<file path="src/rtl/irq_sched_pkg.sv">
// Shared definitions for the interrupt priority scheduler.
// Holds bus count and codes, field widths and the scheduler state type.
package irq_sched_pkg;

    localparam int NUM_BUS = 3;
    localparam int BUS_W   = 2;
    localparam int CHAN_W  = 4;
    localparam int PCNT_W  = 5;

    localparam logic [BUS_W-1:0] BUS_A = 2'd0;
    localparam logic [BUS_W-1:0] BUS_B = 2'd1;
    localparam logic [BUS_W-1:0] BUS_C = 2'd2;

    typedef enum logic [1:0] {
        IDLE    = 2'd0,
        ASSERT  = 2'd1,
        SERVICE = 2'd2
    } state_t;

endpackage

</file>
<file path="src/rtl/irq_prio_enc.sv">
// Fixed-priority encoder over three eligible vectors.
// Bus A beats B, B beats C; inside a bus the lowest channel index wins.
// Ports:
//   elig_a/b/c  in   eligible channels per bus
//   any_valid   out  at least one eligible channel
//   bus         out  winning bus code (BUS_A/BUS_B/BUS_C)
//   chan        out  winning channel index
module irq_prio_enc
    import irq_sched_pkg::*;
#(
    parameter int NUM_CH = 9
) (
    input  logic [NUM_CH-1:0] elig_a,
    input  logic [NUM_CH-1:0] elig_b,
    input  logic [NUM_CH-1:0] elig_c,
    output logic              any_valid,
    output logic [BUS_W-1:0]  bus,
    output logic [CHAN_W-1:0] chan
);

    // Scans downwards so the last hit, i.e. the lowest set index, is kept.
    function automatic logic [CHAN_W-1:0] lowest_idx(input logic [NUM_CH-1:0] v);
        logic [CHAN_W-1:0] idx;
        idx = '0;
        for (int i = NUM_CH - 1; i >= 0; i--) begin
            if (v[i]) idx = CHAN_W'(i);
        end
        return idx;
    endfunction

    always_comb begin
        any_valid = (|elig_a) | (|elig_b) | (|elig_c);
        bus       = BUS_A;
        chan      = '0;
        if (|elig_a) begin
            bus  = BUS_A;
            chan = lowest_idx(elig_a);
        end else if (|elig_b) begin
            bus  = BUS_B;
            chan = lowest_idx(elig_b);
        end else if (|elig_c) begin
            bus  = BUS_C;
            chan = lowest_idx(elig_c);
        end
    end

endmodule

</file>
<file path="src/rtl/irq_priority_sched.sv">
// Sequential front end of the 27-channel priority interrupt encoder.
// Captures request edges into pending bits, qualifies them with chan_en,
// picks a fixed-priority winner and presents it over irq/ack/eoi, with an
// ack timeout so a lost ack cannot stall the controller.
// Ports:
//   clk, rst           clock, synchronous active-high reset
//   req_a/b/c          request levels, bus A highest priority
//   chan_en            per-channel enable shared by all buses
//   int_ack, int_eoi   CPU accept / end of service
//   irq, irq_bus,      presented interrupt and its bus/channel
//   irq_chan
//   busy               in ASSERT or SERVICE
//   timeout            sticky ack-timeout flag
//   pending_cnt        registered popcount of all pending bits
//
// state   | meaning
// IDLE    | no interrupt outstanding, winner picked when one is eligible
// ASSERT  | irq high, waiting for int_ack or timeout
// SERVICE | acknowledged, waiting for int_eoi
module irq_priority_sched
    import irq_sched_pkg::*;
#(
    parameter int NUM_CH      = 9,
    parameter int ACK_TIMEOUT = 64,
    parameter int CNT_W       = 7
) (
    input  logic              clk,
    input  logic              rst,
    input  logic [NUM_CH-1:0] req_a,
    input  logic [NUM_CH-1:0] req_b,
    input  logic [NUM_CH-1:0] req_c,
    input  logic [NUM_CH-1:0] chan_en,
    input  logic              int_ack,
    input  logic              int_eoi,
    output logic              irq,
    output logic [BUS_W-1:0]  irq_bus,
    output logic [CHAN_W-1:0] irq_chan,
    output logic              busy,
    output logic              timeout,
    output logic [PCNT_W-1:0] pending_cnt
);

    logic [NUM_BUS-1:0][NUM_CH-1:0] req_all;
    logic [NUM_BUS-1:0][NUM_CH-1:0] req_s_q, req_h_q;
    logic [NUM_BUS-1:0][NUM_CH-1:0] pend_q, pend_d, clr, edge_det;
    logic [PCNT_W-1:0]              pcnt_q, pcnt_d;

    state_t            state_q, state_d;
    logic [BUS_W-1:0]  bus_q, bus_d;
    logic [CHAN_W-1:0] chan_q, chan_d;
    logic [CNT_W-1:0]  cnt_q, cnt_d;
    logic              timeout_q, timeout_d;
    logic              ack_clr;

    logic              win_valid;
    logic [BUS_W-1:0]  win_bus;
    logic [CHAN_W-1:0] win_chan;

    assign req_all  = {req_c, req_b, req_a};
    assign edge_det = req_s_q & ~req_h_q;

    irq_prio_enc #(.NUM_CH(NUM_CH)) u_enc (
        .elig_a    (pend_q[0] & chan_en),
        .elig_b    (pend_q[1] & chan_en),
        .elig_c    (pend_q[2] & chan_en),
        .any_valid (win_valid),
        .bus       (win_bus),
        .chan      (win_chan)
    );

    // Clearing the acknowledged winner; a coincident new edge re-sets it.
    always_comb begin
        clr = '0;
        for (int b = 0; b < NUM_BUS; b++) begin
            for (int i = 0; i < NUM_CH; i++) begin
                clr[b][i] = ack_clr && (bus_q == BUS_W'(b)) && (chan_q == CHAN_W'(i));
            end
        end
        pend_d = (pend_q & ~clr) | edge_det;
    end

    always_comb begin
        pcnt_d = '0;
        for (int b = 0; b < NUM_BUS; b++) begin
            for (int i = 0; i < NUM_CH; i++) begin
                pcnt_d = pcnt_d + PCNT_W'(pend_q[b][i]);
            end
        end
    end

    always_comb begin
        state_d   = state_q;
        bus_d     = bus_q;
        chan_d    = chan_q;
        cnt_d     = cnt_q;
        timeout_d = timeout_q;
        ack_clr   = 1'b0;
        case (state_q)
            IDLE: begin
                if (win_valid) begin
                    bus_d   = win_bus;
                    chan_d  = win_chan;
                    cnt_d   = '0;
                    state_d = ASSERT;
                end
            end
            ASSERT: begin
                if (int_ack) begin
                    ack_clr = 1'b1;
                    state_d = SERVICE;
                end else if (cnt_q == CNT_W'(ACK_TIMEOUT - 1)) begin
                    timeout_d = 1'b1;
                    state_d   = IDLE;
                end else begin
                    cnt_d = cnt_q + CNT_W'(1);
                end
            end
            SERVICE: begin
                if (int_eoi) state_d = IDLE;
            end
            default: state_d = IDLE;
        endcase
    end

    // During reset the history follows the live request level, so a line
    // already high when reset releases counts as old and needs a toggle.
    always_ff @(posedge clk) begin
        if (rst) begin
            req_s_q   <= req_all;
            req_h_q   <= req_all;
            pend_q    <= '0;
            pcnt_q    <= '0;
            state_q   <= IDLE;
            bus_q     <= BUS_A;
            chan_q    <= '0;
            cnt_q     <= '0;
            timeout_q <= 1'b0;
        end else begin
            req_s_q   <= req_all;
            req_h_q   <= req_s_q;
            pend_q    <= pend_d;
            pcnt_q    <= pcnt_d;
            state_q   <= state_d;
            bus_q     <= bus_d;
            chan_q    <= chan_d;
            cnt_q     <= cnt_d;
            timeout_q <= timeout_d;
        end
    end

    assign irq         = (state_q == ASSERT);
    assign busy        = (state_q != IDLE);
    assign irq_bus     = bus_q;
    assign irq_chan    = chan_q;
    assign timeout     = timeout_q;
    assign pending_cnt = pcnt_q;

endmodule

</file>
<file path="config.mk">
export PLATFORM = sky130hd
export DESIGN_NAME = irq_priority_sched
export DESIGN_NICKNAME = d
export VERILOG_FILES = /design/src/rtl/irq_sched_pkg.sv /design/src/rtl/irq_prio_enc.sv /design/src/rtl/irq_priority_sched.sv
export SDC_FILE = /design/constraint.sdc
export NUM_CORES = 1
export LEC_CHECK = 0
export CAP_MARGIN = 10
export CORE_ASPECT_RATIO = 0.7
export CORE_UTILIZATION = 33
export CTS_CLUSTER_SIZE = 20
export DETAILED_ROUTE_END_ITERATION = 10
export GPL_ROUTABILITY_DRIVEN = 0
export PLACE_DENSITY = 0.63
export SYNTH_ARGS = -nofsm -noshare
export SYNTH_HDL_FRONTEND = slang
export SYNTH_SLANG_ARGS = --single-unit
</file>
<file path="constraint.sdc">
create_clock -name clk -period 7.55 [get_ports clk]
set_input_delay 1.1325 -clock clk [delete_from_list [all_inputs] [get_ports clk]]
set_output_delay 1.1325 -clock clk [all_outputs]
set_load 0.005 [all_outputs]
</file>
==> metrics.txt <==
# TYPE chip_impl_metric gauge
chip_impl_metric{name="adder_cell_share_of_the_synthesized_area",unit=""} 0.113
chip_impl_metric{name="cts_made_buffers",unit=""} 9
chip_impl_metric{name="worst_pin_slew",unit="ps"} 802
chip_impl_metric{name="grt_use_met3",unit=""} 0.0520
chip_impl_metric{name="wl_per_cell",unit="um"} 15.6
chip_impl_metric{name="grt_antenna_before_repair",unit=""} 0
chip_impl_metric{name="vias",unit=""} 3265
chip_impl_metric{name="critPathBufInv",unit=""} 4
chip_impl_metric{name="final-setup-viol-count",unit=""} 0
chip_impl_metric{name="placedInstanceArea",unit="mm2"} 0.00507
chip_impl_info{name="critical-path-top-cell-by-count",value="sky130_fd_sc_hd__fa_1"} 1
chip_impl_metric{name="grt_use_total",unit=""} 0.159
chip_impl_metric{name="yosys.area_share.xor_xnor",unit=""} 0.0160
chip_impl_metric{name="synth-compound-area-share",unit=""} 0.147
chip_impl_metric{name="cts-resized-gates",unit=""} 0
chip_impl_metric{name="drt-pass1-iter-count",unit=""} 5
chip_impl_metric{name="synthSimpleGateAreaFrac",unit=""} 0.146
chip_impl_metric{name="core_region_area",unit="mm2"} 0.0127
chip_impl_metric{name="dieWidth",unit="um"} 140
chip_impl_metric{name="post_route_clock_skew",unit="ps"} 6.24
chip_impl_metric{name="drt_drc_violations_left",unit=""} 0
chip_impl_metric{name="synthesis.nets",unit=""} 495
chip_impl_metric{name="final_min_period_over_clock_period",unit=""} 0.661
chip_impl_metric{name="synth_seq_area_share",unit=""} 0.466
chip_impl_metric{name="sequentialPowerShare",unit=""} 0.401
chip_impl_metric{name="setup_tns",unit="ps"} 0
chip_impl_metric{name="post_cts_hold_buffer_count",unit=""} 0
chip_impl_metric{name="power.clock.fraction",unit=""} 0.282
chip_impl_info{name="critical-path-slowest-cell",value="sky130_fd_sc_hd__fa_1"} 1
chip_impl_metric{name="worst_ep_required_time",unit="ps"} 7760
chip_impl_metric{name="fp.dieH",unit="um"} 98.4
chip_impl_metric{name="pin_count",unit=""} 54
chip_impl_info{name="cp_cell_instances",value="inv_1, fa_1, inv_1, fa_1, fa_1, fa_1, inv_1, fa_1, fa_1, fa_1, fa_1, inv_1, a21o_1, a21oi_1, xor2_1, nor2_1"} 1
chip_impl_info{name="synth-main-ff-cell",value="sky130_fd_sc_hd__dfxtp_1"} 1
chip_impl_metric{name="groute.layer.met2.usage",unit=""} 0.241
chip_impl_info{name="grt.busiest_layer",value="met2"} 1
chip_impl_metric{name="clkTransAtPathRegs",unit="ps"} 70
chip_impl_info{name="worst_setup_path_start_kind",value="flop"} 1
chip_impl_metric{name="internal_power",unit="W"} 0.00105
chip_impl_metric{name="final-hold-violation-count",unit=""} 0
chip_impl_metric{name="grt_pass1_vias",unit=""} 3317
chip_impl_metric{name="antenna_fix_cells",unit=""} 0
chip_impl_metric{name="synthesis.area_per_instance",unit="um2"} 10.3
chip_impl_metric{name="power.total",unit="W"} 0.00155
chip_impl_metric{name="proportion_of_layout_cells_with_a_drive_suffix_above_1",unit=""} 0.133
chip_impl_metric{name="num_rows",unit=""} 34
chip_impl_metric{name="switching_share",unit=""} 0.321
chip_impl_metric{name="synthDistinctLibCells",unit=""} 47
chip_impl_info{name="tritoncts",value="built"} 1
chip_impl_metric{name="areaGrowthSynthToFinish",unit="%"} 22.2
chip_impl_info{name="clock_tree.root_cell",value="sky130_fd_sc_hd__clkbuf_16"} 1
chip_impl_metric{name="max_slew_margin",unit=""} 0.465
chip_impl_metric{name="io_buffers",unit=""} 53
chip_impl_metric{name="muxShareOfSynthArea",unit=""} 0.0717
chip_impl_metric{name="post_cts.repair.setup_buffers",unit=""} 0
chip_impl_metric{name="filler_cell_count",unit=""} 1235
chip_impl_metric{name="largest_net_degree_at_the_start_of_global_routing",unit=""} 71
chip_impl_metric{name="final_max_slew_viol_count",unit=""} 0
chip_impl_metric{name="postLayoutCoreUtil",unit=""} 0.422
chip_impl_info{name="min-delay-path-class",value="reg2reg"} 1
chip_impl_metric{name="cts-root-to-sink-buffers",unit=""} 2
chip_impl_info{name="rsz_0062_raised_after_global_routing",value="no"} 1
chip_impl_metric{name="finalInstanceArea",unit="mm2"} 0.00535
chip_impl_metric{name="longest_individual_stage_delay_on_the_worst_path",unit="ps"} 570
chip_impl_info{name="path_class",value="reg2reg"} 1
chip_impl_metric{name="post-dp-hpwl",unit="mm"} 7.75
chip_impl_info{name="final_cell_mix",value="sky130_fd_sc_hd__dfxtp_1, sky130_fd_sc_hd__clkdlybuf4s50_1, sky130_fd_sc_hd__a21oi_1"} 1
chip_impl_metric{name="worst_hold_slack",unit="ps"} 445
chip_impl_metric{name="die-area",unit="mm2"} 0.0138
chip_impl_metric{name="post_drt_via_cell_ratio",unit=""} 5.03
chip_impl_metric{name="power.combinational.fraction",unit=""} 0.317
chip_impl_metric{name="ys.warnings.count",unit=""} 0
chip_impl_metric{name="power_leakage",unit="nW"} 2.11
chip_impl_metric{name="p_per_area",unit="mW/mm2"} 289
chip_impl_metric{name="switchingPower",unit="W"} 0.000496
chip_impl_metric{name="htreeDepth",unit=""} 3
chip_impl_metric{name="drtIter0Drc",unit=""} 182
chip_impl_metric{name="crit_arrival",unit="ps"} 5200
chip_impl_metric{name="max_cap_viols",unit=""} 0
chip_impl_metric{name="async_flop_share",unit=""} 0
chip_impl_info{name="status",value="finished clean"} 1
chip_impl_metric{name="clock_sink_count",unit=""} 102
chip_impl_metric{name="floorplan.initialDensity",unit=""} 0.346
chip_impl_info{name="timing.critical_path.to_type",value="flop"} 1
chip_impl_metric{name="number_of_nets_at_the_end_of_the_flow",unit=""} 550
chip_impl_metric{name="syn_area",unit="mm2"} 0.00438
chip_impl_metric{name="fmax",unit="MHz"} 200
chip_impl_metric{name="gr-total-overflow",unit=""} 0
chip_impl_info{name="synth_top_family_by_area",value="compound AO/OA/AOI/OAI gates"} 1
chip_impl_metric{name="ant_nets",unit=""} 0
chip_impl_metric{name="first_pass_grt_wire_length",unit="mm"} 16.5
chip_impl_metric{name="power.ir.vdd_worst",unit="mV"} 0.124
chip_impl_metric{name="biggest_fanout_along_the_worst_timing_path",unit=""} 4
chip_impl_metric{name="post_synth_inst_count",unit=""} 427
chip_impl_info{name="worst_path_dominant_cell_family",value="adder cells"} 1
chip_impl_metric{name="clk_latency_worst_skew_pair",unit="ps"} 350
chip_impl_metric{name="met1_usage",unit=""} 0.208
chip_impl_metric{name="route.final.wire_length",unit="mm"} 10.1
chip_impl_metric{name="finalCriticalPeriod",unit="ps"} 4990
chip_impl_info{name="layout.cells.most_common",value="sky130_fd_sc_hd__dfxtp_1"} 1
chip_impl_metric{name="postSynthRegisterBits",unit=""} 102
chip_impl_metric{name="synth_edf_count",unit=""} 0
[sequential cells by signal (all words and copies together), names as in the netlist]
signal	count
timeout	1
state_q	2
pend_q	27
pending_cnt	5
cnt_q	7
irq_chan	4
req_h_q	27
req_s_q	27
irq_bus	2
[tightest hold or removal path: cells and delay by family (launching register included)]
kind / cells / cell delay (ps)
flip-flops: 1 / 310
AND/OR/NAND/NOR: 2 / 100
[per-layer routing]
metal	part of all wire	wire length [um]
met5	0	0
met4	0.019	197
met3	0.088	891
met2	0.43	4330
met1	0.46	4700
[final cells by class]
cell class	count	area, um2	share of cell area
Clock buffer	9	225	0.0421
Clock inverter	7	55.1	0.0103
Inverter	35	131	0.0245
Multi-Input combinational cell	280	2160	0.404
Sequential cell	102	2040	0.381
Tap cell	162	203	0.0379
Timing Repair Buffer	54	533	0.0996
[cells by family after synthesis]
kind of cell | after synthesis
and+or+nand+nor | 116
DFF | 102
AOI/OAI and AO/OA | 100
buffers and inverters | 45
muxes | 28
adders and majority gates | 28
xor gates and xnor gates | 8
[metrics by stage]
stage	setup WS (ps)	std cells
2_1_floorplan	2860	427
3_3_place_gp	2700	633
3_5_place_dp	2580	633
4_1_cts	2550	649
5_1_grt	2380	649
6_report	2560	649
[path summary, 6_finish.rpt]
kind,from,to,slack (ps),depth (start not counted)
setup / recovery,pend_q[1],pending_cnt[4],2560,16
hold reg to reg,cnt_q[6],cnt_q[6],440,2
hold / removal,cnt_q[6],cnt_q[6],440,2
setup reg to reg,pend_q[1],pending_cnt[4],2560,16
[synthesized netlist by cell type (all sizes together), types with 2 or more instances]
| library cell | instances | area (um2) |
|---|---|---|
| dfxtp | 102 | 2040 |
| a21oi | 39 | 195 |
| inv | 35 | 131 |
| nand2b | 32 | 200 |
| o21ai | 31 | 155 |
| mux2 | 27 | 304 |
| nand2 | 25 | 93.8 |
| nor2 | 24 | 115 |
| fa | 19 | 380 |
| a22oi | 14 | 135 |
| clkbuf | 9 | 33.8 |
| ha | 9 | 113 |
| nand3 | 8 | 40.0 |
| nand4 | 7 | 50.1 |
| xor2 | 7 | 61.3 |
| nor3 | 5 | 30.0 |
| a32oi | 4 | 35.0 |
| and2 | 3 | 20.0 |
| nor2b | 3 | 18.8 |
| a21o | 2 | 15.0 |
| a32o | 2 | 20.0 |
| and4b | 2 | 21.3 |
[power groups by stage]
| stage | logic, W | registers, W | clock network, W |
|---|---|---|---|
| 2_1_floorplan | 0.000344 | 0.000622 | 0 |
| 3_3_place_gp | 0.000469 | 0.000629 | 0 |
| 3_5_place_dp | 0.000491 | 0.000631 | 0 |
| 4_1_cts | 0.000494 | 0.000618 | 0.000450 |
| 5_1_grt | 0.000566 | 0.000624 | 0.000473 |
| 6_report | 0.000490 | 0.000619 | 0.000436 |
(Power assumes the default switching activity.)
